`src/rtl/neocore_elastic_stage.sv`:
```
// Elastic pipeline stage: DEPTH-entry in-order buffer with a valid/ready handshake,
// flush and hold controls. in_ready_o is registered, which keeps out_ready_i off
// any combinational path to in_ready_o.
module neocore_elastic_stage #(
    parameter int unsigned DATA_W    = 128,
    parameter int unsigned DEPTH     = 2,
    parameter bit          ZERO_IDLE = 1'b1
) (
    input  logic                       clk,
    input  logic                       rst,
    input  logic                       in_valid_i,
    output logic                       in_ready_o,
    input  logic [DATA_W-1:0]          in_data_i,
    output logic                       out_valid_o,
    input  logic                       out_ready_i,
    output logic [DATA_W-1:0]          out_data_o,
    input  logic                       flush_i,
    input  logic                       hold_i,
    output logic [$clog2(DEPTH+1)-1:0] count_o
);

    localparam int unsigned PTR_W = $clog2(DEPTH);
    localparam int unsigned CNT_W = $clog2(DEPTH + 1);
    localparam logic [CNT_W-1:0] DepthCnt = CNT_W'(DEPTH);

    logic [DATA_W-1:0] mem_q [DEPTH];
    logic [PTR_W-1:0]  rd_ptr_q, rd_ptr_d;
    logic [PTR_W-1:0]  wr_ptr_q, wr_ptr_d;
    logic [CNT_W-1:0]  count_q, count_d;
    logic              in_ready_q, in_ready_d;

    logic push, pop;
    logic out_valid;

    assign out_valid = (count_q != '0) && !hold_i;
    assign push      = in_valid_i && in_ready_q && !flush_i;
    assign pop       = out_valid && out_ready_i;

    // Next-state pointers, occupancy and registered ready.
    always_comb begin
        rd_ptr_d   = rd_ptr_q;
        wr_ptr_d   = wr_ptr_q;
        count_d    = count_q;
        in_ready_d = in_ready_q;
        if (flush_i) begin
            // A same-cycle pop has already completed downstream; nothing to undo.
            rd_ptr_d   = '0;
            wr_ptr_d   = '0;
            count_d    = '0;
            in_ready_d = 1'b1;
        end else begin
            if (push) begin
                wr_ptr_d = wr_ptr_q + PTR_W'(1);
            end
            if (pop) begin
                rd_ptr_d = rd_ptr_q + PTR_W'(1);
            end
            if (push && !pop) begin
                count_d = count_q + CNT_W'(1);
            end else if (pop && !push) begin
                count_d = count_q - CNT_W'(1);
            end
            // Derived from next-state count so push and pop can overlap every cycle.
            in_ready_d = (count_d < DepthCnt);
        end
    end

    // Control state register; reset dominates flush.
    always_ff @(posedge clk) begin
        if (rst) begin
            rd_ptr_q   <= '0;
            wr_ptr_q   <= '0;
            count_q    <= '0;
            in_ready_q <= 1'b0;
        end else begin
            rd_ptr_q   <= rd_ptr_d;
            wr_ptr_q   <= wr_ptr_d;
            count_q    <= count_d;
            in_ready_q <= in_ready_d;
        end
    end

    // Payload storage: cleared on reset, otherwise written only on an accepted beat.
    always_ff @(posedge clk) begin
        if (rst) begin
            for (int i = 0; i < int'(DEPTH); i++) begin
                mem_q[i] <= '0;
            end
        end else if (push) begin
            mem_q[wr_ptr_q] <= in_data_i;
        end
    end

    // Output drive: head slot, optionally blanked while idle.
    always_comb begin
        out_data_o = mem_q[rd_ptr_q];
        if (ZERO_IDLE && !out_valid) begin
            out_data_o = '0;
        end
    end

    assign out_valid_o = out_valid;
    assign in_ready_o  = in_ready_q;
    assign count_o     = count_q;

endmodule

```
`config.mk`:
```
export PLATFORM = sky130hd
export DESIGN_NAME = neocore_elastic_stage
export DESIGN_NICKNAME = d
export VERILOG_FILES = /design/src/rtl/neocore_elastic_stage.sv
export SDC_FILE = /design/constraint.sdc
export NUM_CORES = 1
export LEC_CHECK = 0
export CORE_MARGIN = 3
export CORE_UTILIZATION = 51
export CTS_CLUSTER_DIAMETER = 30
export DETAILED_ROUTE_END_ITERATION = 7
export PLACE_DENSITY = 0.81
export SYNTH_ARGS = -nofsm -noshare
export SYNTH_HDL_FRONTEND = slang
export SYNTH_SLANG_ARGS = --single-unit
export TNS_END_PERCENT = 1
```
`constraint.sdc`:
```
create_clock -name clk -period 13.62 [get_ports clk]
set_input_delay 4.086 -clock clk [delete_from_list [all_inputs] [get_ports clk]]
set_output_delay 4.086 -clock clk [all_outputs]
set_load 0.01 [all_outputs]
```
==> out/qor.yml <==
outcome:
  outcome: "finished, final reports clean"
routing:
  wire_per_inst_um: 18.2
  wl_um: 26500
  dr.pass1.iters: 4
  remaining_drc_errors: 0
  via_count: 7439
  drtIter0Drc: 448
  viasPerCell: 5.11
  drtAntennaViolNets: 0
synthesis:
  synth_edf_count: 256
  yosys.area_share.simple_pct: 18.5
  syn_avg_cell_area_um2: 13.6
  synth_compound_area_share_pct: 0.447
  synth_ff_type: "edfxtp_1"
  synth_seq_cells: 262
  yosys-top-cells-area: "edfxtp_1 65%, and2_1 14%, mux2i_1 11%"
  synth_top_family_by_area: "simple AND/OR/NAND/NOR gates"
  yosys_warnings: 0
  synth_cell_type_count: 27
  syn_inst: 866
  synthMuxAreaShare_pct: 10.9
  synth_fa_ha_area_share_pct: 0.425
  synthTopCellsByCount: "257 x and2_1, 256 x edfxtp_1, 131 x nor2_1"
  synth_most_common_cell: "and2_1"
  synth-seq-area-share_pct: 66.4
  synth_largest_area_cell: "edfxtp_1"
  synth_top_area_share_pct: 65.3
  netlist_area_mm2: 0.0118
  synth_xor_area_share_pct: 0.149
  async_reset_ff_share_pct: 0
  syn_nets: 1004
power:
  p_total_w: 0.00226
  power_density_mw_per_mm2: 139
  leakage_nw: 5.72
  max-vdd-ir-drop_mv: 0.121
placement:
  hpwl_um: 16300
  place.gp.congestion: 0.794
  pre_cts_slack_ps: 2990
  port_buffers: 265
  placed_area_mm2: 0.0145
clock_network:
  cts_buffers: 50
  cts_sinks: 262
  clock_path_buffers: 3
  cts.htree.levels: 2
  clkTransAtPathRegs_ps: 50
  cts_setup_buffers: 0
  clk-insertion-delay-late_ps: 540
  hold_buffers: 0
  cts_tree: "yes"
  ctsResizeCount: 0
  clockRootBuffer: "clkbuf_16"
timing:
  fin_setup_tns_ps: 0
  finClkSkew_ps: 22.0
  fin_crit_ps: 10610
  relSlewSlack_pct: 28.5
  min_period_over_period_pct: 77.9
  rsz0062_at_grt: "false"
  worst_slack_ps: 3010
  report.final.slew_viol_count: 0
  max_freq_mhz: 94.2
  tightest_slew_ps: 1070
  setup_viol: 0
  finalHoldViolCount: 0
worst_setup_path:
  end_kind: "output pin"
  start_kind: "primary input"
  worst-setup-path-type: "primary input to output pin"
  max_stage_delay_ps: 730
  cp_cell_sequence: "clkdlybuf4s50_1 > or2_4 > buf_4 > nor2_1 > clkdlybuf4s50_1"
  cpMostUsedCell: "clkdlybuf4s50_1"
  cp_num_buf_inv: 3
  critPathMaxFanout: 79
  required_ps: 9530
  cp_slowest_cell: "or2_4"
  crit_arrival_ps: 6520
  crit_family: "buffers and inverters"
grt:
  grt_max_degree: 97
  grt_pass1_vias: 7809
  overflow: 0
  grt_usage_pct: 21.1
  grt_pass1_wl_um: 40900
  grt_antenna_before_repair: 1
finish:
  final_area_mm2: 0.0162
  drive_above_1_share_pct: 8.26
  finalNetCount: 1271
  area_delta_synth_final_pct: 38.0
  n_fill_cell: 1470
floorplan:
  die_area_mm2: 0.0249
  initial_core_util_pct: 52.9
  num_rows: 54
  pin_count: 266
  die_w_um: 158
  die_h_um: 158
  core_area_mm2: 0.0222
min_path:
  hold_path_class: "register to register"
run:
  drv_cap: 0
## worst reg2reg max path, delay by kind of cell, from the launching register on
kind	cells	cell delay [ps]
flip-flops	1	390
buffers and inverters	3	1560
AND/OR/NAND/NOR	1	240
AO/OA/AOI/OAI	1	830
## where the power goes
part | switching (W) | internal, W
Sequential | 0.00000953 | 0.000924
Combinational | 0.0000418 | 0.0000478
Clock | 0.000395 | 0.000846
Total | 0.000446 | 0.00182
## through the flow
stage	cells	util [%]	hold WS, ps
after floorplan	866	-	508
after global placement	1361	65.2	500
after detailed placement	1361	65.2	502
after CTS	1454	73.0	517
after global routing	1455	73.0	541
final	1456	73.1	508
## state kept, by name, summed over array words and instances, names as in the netlist, named ones only
name        count
mem_q         256
count_o         2
in_ready_o      1
rd_ptr_q        1
wr_ptr_q        1
## logic make-up after synthesis
group / after synthesis
compound gates: 7
fa+ha+maj: 4
simple gates: 400
xor+xnor: 2
buf+inv: 63
flops: 262
mux: 128
## metal layers
metal  GRT usage [%]  vias up  routed length (um)
met3            4.87       50                1730
met4            8.18        0                 731
met1            26.3     3599               10400
met5               0        -                   0
li1                -     3541                   -
met2            36.0      249               13600
## placed cells by master (no fill, tap or decap), types with 2 or more instances in the layout
cell             count
clkbuf_1             6
clkinv_8             2
mux2i_1            128
nand2_1              4
dfxtp_1              5
clkinvlp_4           5
ha_1                 4
a211oi_1             2
diode_2              2
clkbuf_8             2
nor2_1             131
buf_4                8
inv_6                2
bufinv_16            8
inv_1                4
clkbuf_16           51
nor3_1               4
and2_1             257
clkdlybuf4s50_1    265
edfxtp_1           256
clkinv_1             6
clkinv_2             9
clkinv_4             2
## area by class of cell
cell class / count / area, um^2 / area share (%)
Inverter: 5 / 18.8 / 0.116
Antenna cell: 2 / 5.00 / 0.0308
Clock buffer: 59 / 1330 / 8.17
Clock inverter: 34 / 413 / 2.54
Sequential cell: 262 / 7810 / 48.1
Multi-Input combinational cell: 541 / 3600 / 22.2
Tap cell: 280 / 350 / 2.16
Timing Repair Buffer: 273 / 2710 / 16.7
## worst paths after layout
| kind | start | end | slack, ps | cells past startpoint |
|---|---|---|---|---|
| worst min-delay path | count_o[0] | count_o[0] | 510 | 2 |
| worst max register to register | in_ready_o | mem_q[0][114] | 10200 | 5 |
| worst max-delay path | hold_i | out_data_o[21] | 3010 | 5 |
| worst min register to register | count_o[0] | count_o[0] | 510 | 2 |
Note: power is estimated with default switching activity, not from simulation.
